**src/rtl/ps2_key_decoder.sv**
```systemverilog
// PS/2 set-2 scancode decoder for a numeric keypad: tracks E0/F0 prefixes,
// emits one strobe per new key press and suppresses typematic repeats.
module ps2_key_decoder #(
    parameter int TIMEOUT_CYC = 50000
) (
    input  logic       iCLK,
    input  logic       iRST,
    input  logic       iBYTE_VALID,
    input  logic [7:0] iBYTE,
    output logic       oKEY_VALID,
    output logic [3:0] oKEY_CODE,
    output logic       oKEY_HELD
);

    localparam int CNT_W = (TIMEOUT_CYC > 1) ? $clog2(TIMEOUT_CYC) : 1;
    localparam logic [CNT_W-1:0] RELOAD = CNT_W'(TIMEOUT_CYC - 1);

    typedef enum logic [1:0] {
        IDLE    = 2'd0,
        EXT     = 2'd1,
        BRK     = 2'd2,
        EXT_BRK = 2'd3
    } state_t;

    state_t           state_q, state_d;
    logic [CNT_W-1:0] cnt_q, cnt_d;
    logic             key_valid_q, key_valid_d;
    logic [3:0]       key_code_q, key_code_d;
    logic [3:0]       held_code_q, held_code_d;
    logic             held_ext_q, held_ext_d;
    logic             held_vld_q, held_vld_d;

    // Returns {recognised, code}; only the keypad / and Enter exist as extended keys.
    function automatic logic [4:0] decode(input logic [7:0] b, input logic ext);
        logic [4:0] r;
        r = 5'b0_0000;
        if (ext) begin
            case (b)
                8'h4A:   r = 5'h1D;
                8'h5A:   r = 5'h1E;
                default: r = 5'b0_0000;
            endcase
        end else begin
            case (b)
                8'h70:   r = 5'h10;
                8'h69:   r = 5'h11;
                8'h72:   r = 5'h12;
                8'h7A:   r = 5'h13;
                8'h6B:   r = 5'h14;
                8'h73:   r = 5'h15;
                8'h74:   r = 5'h16;
                8'h6C:   r = 5'h17;
                8'h75:   r = 5'h18;
                8'h7D:   r = 5'h19;
                8'h79:   r = 5'h1A;
                8'h7B:   r = 5'h1B;
                8'h7C:   r = 5'h1C;
                8'h4A:   r = 5'h1D;
                8'h5A:   r = 5'h1E;
                default: r = 5'b0_0000;
            endcase
        end
        return r;
    endfunction

    logic       is_ext;
    logic       is_brk;
    logic [4:0] dec;
    logic       same_as_held;

    always_comb begin
        is_ext       = (state_q == EXT) || (state_q == EXT_BRK);
        is_brk       = (state_q == BRK) || (state_q == EXT_BRK);
        dec          = decode(iBYTE, is_ext);
        same_as_held = held_vld_q && (held_code_q == dec[3:0]) && (held_ext_q == is_ext);

        state_d     = state_q;
        cnt_d       = cnt_q;
        key_valid_d = 1'b0;
        key_code_d  = key_code_q;
        held_code_d = held_code_q;
        held_ext_d  = held_ext_q;
        held_vld_d  = held_vld_q;

        // A byte arriving in the same cycle as expiry wins and is taken in the current state.
        if (iBYTE_VALID) begin
            cnt_d = RELOAD;
            if (iBYTE == 8'hE0) begin
                state_d = EXT;
            end else if (iBYTE == 8'hF0) begin
                if (state_q == IDLE)     state_d = BRK;
                else if (state_q == EXT) state_d = EXT_BRK;
            end else begin
                state_d = IDLE;
                if (dec[4]) begin
                    if (is_brk) begin
                        if (same_as_held) held_vld_d = 1'b0;
                    end else if (!same_as_held) begin
                        key_valid_d = 1'b1;
                        key_code_d  = dec[3:0];
                        held_code_d = dec[3:0];
                        held_ext_d  = is_ext;
                        held_vld_d  = 1'b1;
                    end
                end
            end
        end else if (state_q != IDLE) begin
            if (cnt_q == '0) state_d = IDLE;
            else             cnt_d   = cnt_q - 1'b1;
        end
    end

    always_ff @(posedge iCLK or posedge iRST) begin
        if (iRST) begin
            state_q     <= IDLE;
            cnt_q       <= '0;
            key_valid_q <= 1'b0;
            key_code_q  <= 4'h0;
            held_code_q <= 4'h0;
            held_ext_q  <= 1'b0;
            held_vld_q  <= 1'b0;
        end else begin
            state_q     <= state_d;
            cnt_q       <= cnt_d;
            key_valid_q <= key_valid_d;
            key_code_q  <= key_code_d;
            held_code_q <= held_code_d;
            held_ext_q  <= held_ext_d;
            held_vld_q  <= held_vld_d;
        end
    end

    assign oKEY_VALID = key_valid_q;
    assign oKEY_CODE  = key_code_q;
    assign oKEY_HELD  = held_vld_q;

endmodule
```
**config.mk**
```make
export PLATFORM = sky130hd
export DESIGN_NAME = ps2_key_decoder
export DESIGN_NICKNAME = d
export VERILOG_FILES = /design/src/rtl/ps2_key_decoder.sv
export SDC_FILE = /design/constraint.sdc
export NUM_CORES = 1
export LEC_CHECK = 0
export CAP_MARGIN = 20
export CORE_MARGIN = 3
export CORE_UTILIZATION = 50
export CTS_CLUSTER_SIZE = 28
export DETAILED_ROUTE_END_ITERATION = 8
export PLACE_DENSITY = 0.72
export SLEW_MARGIN = 20
export SYNTH_ARGS = -nofsm -noshare
export SYNTH_HDL_FRONTEND = slang
export SYNTH_SLANG_ARGS = --single-unit
```
**constraint.sdc**
```tcl
create_clock -name iCLK -period 6.3 [get_ports iCLK]
set_input_delay 0.63 -clock iCLK [delete_from_list [all_inputs] [get_ports iCLK]]
set_output_delay 0.63 -clock iCLK [all_outputs]
set_load 0.05 [all_outputs]
```
# After elaboration in Yosys (flattened, before gate mapping)
# Cells that the tools add are included.
[totals]
reg_bits = 25
inputBits = 11
output_inout_bits = 6
elab_cells = 72
[classes]
n_addsub = 1
n_eq_ne = 26
n_mux = 22
bitwise_logic = 4
reduce_logical = 13
[ops]
columns = ["cell", "n"]
rows = [
  ["== test 8 x 7 -> 1 bit, second input constant", 15],
  ["one-hot mux 5 bit (15 select lines)", 1],
  ["2-to-1 mux 16 bit", 3],
  ["== test 8 bit, second input constant", 2],
  ["zero test 16 bit", 1],
  ["subtractor 16 x 1 -> 16 bit, second input constant", 1],
  ["2-to-1 mux 2 bit", 7],
  ["AND reduction 6 bit", 2],
  ["one-hot mux 5 bit (2 select lines)", 1],
  ["2-to-1 mux 1 bit", 9],
  ["nonzero test 2 bit", 3],
  ["2-to-1 mux 5 bit", 1],
  ["inequality test 5 x 3 -> 1 bit, second input constant", 1],
  ["== test 2 bit, second input constant", 2],
  ["== test 4 bit", 1],
  ["inequality test 2 bit, second input constant", 2],
  ["inverter 1 bit", 4],
  ["AND reduction 3 bit", 1],
  ["== test 2 x 1 -> 1 bit, second input constant", 1],
  ["logical AND 1 bit", 2],
  ["zero test 2 bit", 1],
  ["logical OR 1 bit", 2],
  ["inequality test 2 x 1 -> 1 bit, second input constant", 1],
  ["AND reduction 2 bit", 1],
  ["== test 1 bit", 1],
]

# Depth between registers and ports, before layout
[depth]
word_depth = 12
mapped_depth = 11
ltp_nobuf = 10

# Worst setup path before layout
# No wires, ideal clock.
[synth_path]
kind = "input to register"
start = "input iBYTE[2]"
end = "register held_code_q[2]"
setup_time_ps = 125
arrival_time_ps = 2763
required_ps = 6175
path_slack_ps = 3412
cell_stages = 11
path_buffers = 1
cell_sequence = "buf_2 -> nor2b_1 -> mux2i_1 -> or4_1 -> a21boi_1 -> o211ai_1 -> a211o_1 -> ha_1 -> and2_1 -> nand2_2 -> mux2_2"
[synth_via]
elab_chain_cells = 8
word_cells_on_any_way = 27
classes_between = "eq/ne (18); mux (3); bitwise (3); reduce/logical (3)"
[synth_lines]
columns = ["element", "line", "source"]
rows = [
  ["from (decl)", "9", "input logic [7:0] iBYTE,"],
  ["== test 8 x 7 -> 1 bit (on tied branches)", "38, 44", ""],
  ["one-hot mux 5 bit (15 select lines) or one-hot mux 5 bit (2 select lines) (tied branches)", "44, 38", ""],
  ["2-to-1 mux 5 bit", "37", "if (ext) begin"],
  ["== test 4 bit", "75", "same_as_held = held_vld_q && (held_code_q == dec[3:0]) && (held_ext_q == is_ext);"],
  ["logical AND 1 bit (2 in series)", "75", ""],
  ["inverter 1 bit (no source line)", "-", ""],
  ["AND reduction 6 bit (no source line)", "-", ""],
  ["to (signal assigned)", "127", "held_code_q <= held_code_d;"],
  ["to (decl)", "29", "logic [3:0] held_code_q, held_code_d;"],
]
# Parallel ways exist; a longest one is shown, timed or not.
# A chain may end at the register's enable or synchronous reset.

# Worst setup path in the final report
[layout_path]
start = "input iBYTE[0]"
end = "register held_code_q[1]"
# The elaborated chain is that of the path after synthesis.

==> results_dict.tcl <==
set metrics [dict create \
    status "finished, final reports clean" \
    synth-main-ff-cell "dfrtp_1" \
    cts_tree "yes" \
    first_pass_iters 4 \
    ff2ff_setup_slack_ps 3410 \
    cp-end-kind "register" \
    seqCellArea_sq_um 626 \
    async_reset_ff_share_pct 100 \
    layout-drive-gt1-share_pct 10.5 \
    pwr-share-seq_pct 56.0 \
    leakagePower_nw 0.711 \
    drv_cap 0 \
    slew_headroom_pct 39.3 \
    avgSynthCellArea_sq_um 9.45 \
    power.net_switching_w 0.0000846 \
    synth_nets 190 \
    clkPwrFrac_pct 22.8 \
    grt_pass1_wl_um 5980 \
    dp.cells 230 \
    start_util_pct 53.5 \
    finalWirelength_um 3290 \
    layout_common_cells "dfrtp_1 (25), clkdlybuf4s50_1 (16), nor2_1 (12), xnor2_1 (12), nand2_1 (11)" \
    antenna_found_initial 0 \
    rows 20 \
    crit_arrival_ps 3530 \
    final_nets 204 \
    ys_types 55 \
    critPathLaunchType "input port" \
    core_sq_um 3130 \
    cts_setup_buffers 0 \
    path_class "in -> reg" \
    setup_tns_ps 0 \
    clock_latency_ps 310 \
    cp.required_ps 6510 \
    tritoncts.num_buffers 3 \
    syn_inst 177 \
    swShare_pct 28.3 \
    drc 0 \
    clkTransAtPathRegs_ps 130 \
    hold_path.startpoint "held_code_q[3]" \
    area_growth_pct 12.3 \
    period_share_pct 52.7 \
    crit_path_max_fanout 12 \
    internal_power_w 0.000215 \
    tightestPinTransition_ps 909 \
    antenna_cells 0 \
    io_pins 17 \
    min_path_cells 1 \
    min_path_type "reg -> reg" \
    wire_per_inst_um 14.0 \
    peakVddDrop_mv 0.175 \
    grt_max_degree 26 \
    max_clock_freq_ghz 0.301 \
    grt_util_all_layers_pct 18.1 \
    vias 1300 \
    final.fill_count 289 \
    place.gp.congestion 0.860 \
    grt-ovfl-total 0 \
    period_minus_slack_ps 3320 \
    htreeDepth 1 \
    final_common_cell "dfrtp_1" \
    ys_seq_area_share_pct 37.4 \
    port_buffers 16 \
    syn_area_sq_um 1670 \
    setup_viol 0 \
    avgViaCountPerCell 5.56 \
    clock-sinks 25 \
    final_max_slew_viol_count 0 \
    post_cts_resized 0 \
    pwr-share-comb_pct 21.2 \
    clockRootBuffer "clkbuf_4" \
    multi_input_area_sq_um 968 \
    rsz0062_at_grt "false" \
    dieWidth_um 63.8 \
    hold_buffers 0 \
    r2r_end "held_code_q[1]" \
    rr_worst_depth 10 \
    ys_ff_latch 25 \
    clock_skew_ps 2.39 \
    grt_pass1_vias 1256 \
    power.density_nw_per_um2 159 \
    synth-edff-count 0 \
    final-hold-violation-count 0 \
    final_cell_count_no_fill 234 \
    antenna_left 0 \
    ys_warn_count 0 \
    hold-path-endpoint "held_code_q[3]" \
    die_area_sq_um 4080 \
    die_h_um 63.8 \
    place_hpwl_um 2500 \
    r2r_start "state_q[0]" \
    cts_buffer_depth 2 \
    drt_iter0_markers 58 \
]
==> logic make-up after synthesis <==
kind of cell,after synthesis,share of synthesized area (%)
simple gates,75,29.3
compound gates,33,13.5
flops,25,37.4
buf+inv,18,4.71
xor+xnor,17,8.90
mux,7,4.64
fa+ha+maj,2,1.50
==> layout make-up <==
cell class | count | share of cell area (%)
Timing Repair Buffer | 16 | 8.53
Sequential cell | 25 | 33.3
Clock buffer | 3 | 1.20
Multi-Input combinational cell | 134 | 51.6
Tap cell | 44 | 2.93
Clock inverter | 1 | 0.266
Inverter | 11 | 2.20
==> worst max-delay path: stages <==
cell and delay (ps):
clkdlybuf4s50_1 720, and2b_1 210, mux2i_1 70, or4_1 530, a21boi_1 170, o211ai_1 90
a211o_1 300, ha_1 170, and2_1 150, nand2_2 130, mux2_2 340
==> worst max path at each step <==
stage / slack, ps / to / start / cells after the start
final: 2980 / held_code_q[1] / iBYTE[0] / 11
after global routing: 2810 / held_code_q[1] / iBYTE[2] / 11
after detailed placement: 2660 / held_code_q[0] / iBYTE[0] / 11
after global placement: 2740 / held_code_q[0] / iBYTE[0] / 11
after floorplan: 3410 / held_code_q[2] / iBYTE[2] / 11
after CTS: 2990 / held_code_q[0] / iBYTE[0] / 11
==> synth_stat cells (all sizes together), types with 5 or more instances <==
cell type	instances	area, sq um
nor3	5	25.0
xnor2	12	105
or4	5	45.0
nand2	12	47.6
inv	10	37.5
o21ai	8	40.0
mux2	6	67.6
nor2	12	45.0
buf	5	30.0
nand3	7	35.0
dfrtp	25	626
xor2	5	43.8
o211ai	5	37.5
a21oi	6	30.0
==> per-stage QoR <==
stage                     cell area [sq um]  hold WS [ps]  utilization [%]  setup slack [ps]  total power (W)
after floorplan                        1670           488                -              3410         0.000213
after global placement                 1850           524             59.2              2740         0.000233
after detailed placement               1850           531             59.2              2660         0.000234
after CTS                              1880           569             60.0              2990         0.000304
after global routing                   1880           590             60.0              2810         0.000318
final                                  1880           562             60.0              2980         0.000299
==> layer usage <==
layer | vias up | GRT usage [%] | wire (um)
li1 | 664 | - | -
met1 | 612 | 26.8 | 1620
met2 | 22 | 28.4 | 1540
met3 | 2 | 3.34 | 112
met4 | 0 | 1.62 | 14
met5 | - | 0 | 0
==> flip-flops by register name, summed over array words and instances, names as in the netlist <==
register     count
held_ext_q       1
oKEY_VALID       1
held_code_q      4
state_q          2
cnt_q           16
oKEY_HELD        1
==> power by group through the flow <==
stage	Sequential, W	Combinational, W	Clock, W
finish	0.000168	0.0000633	0.0000682
global placement	0.000171	0.0000624	0
floorplan	0.000181	0.0000321	0
global route	0.000168	0.0000693	0.0000805
detailed placement	0.000171	0.0000634	0
CTS	0.000168	0.0000637	0.0000723
(Power assumes the default switching activity.)
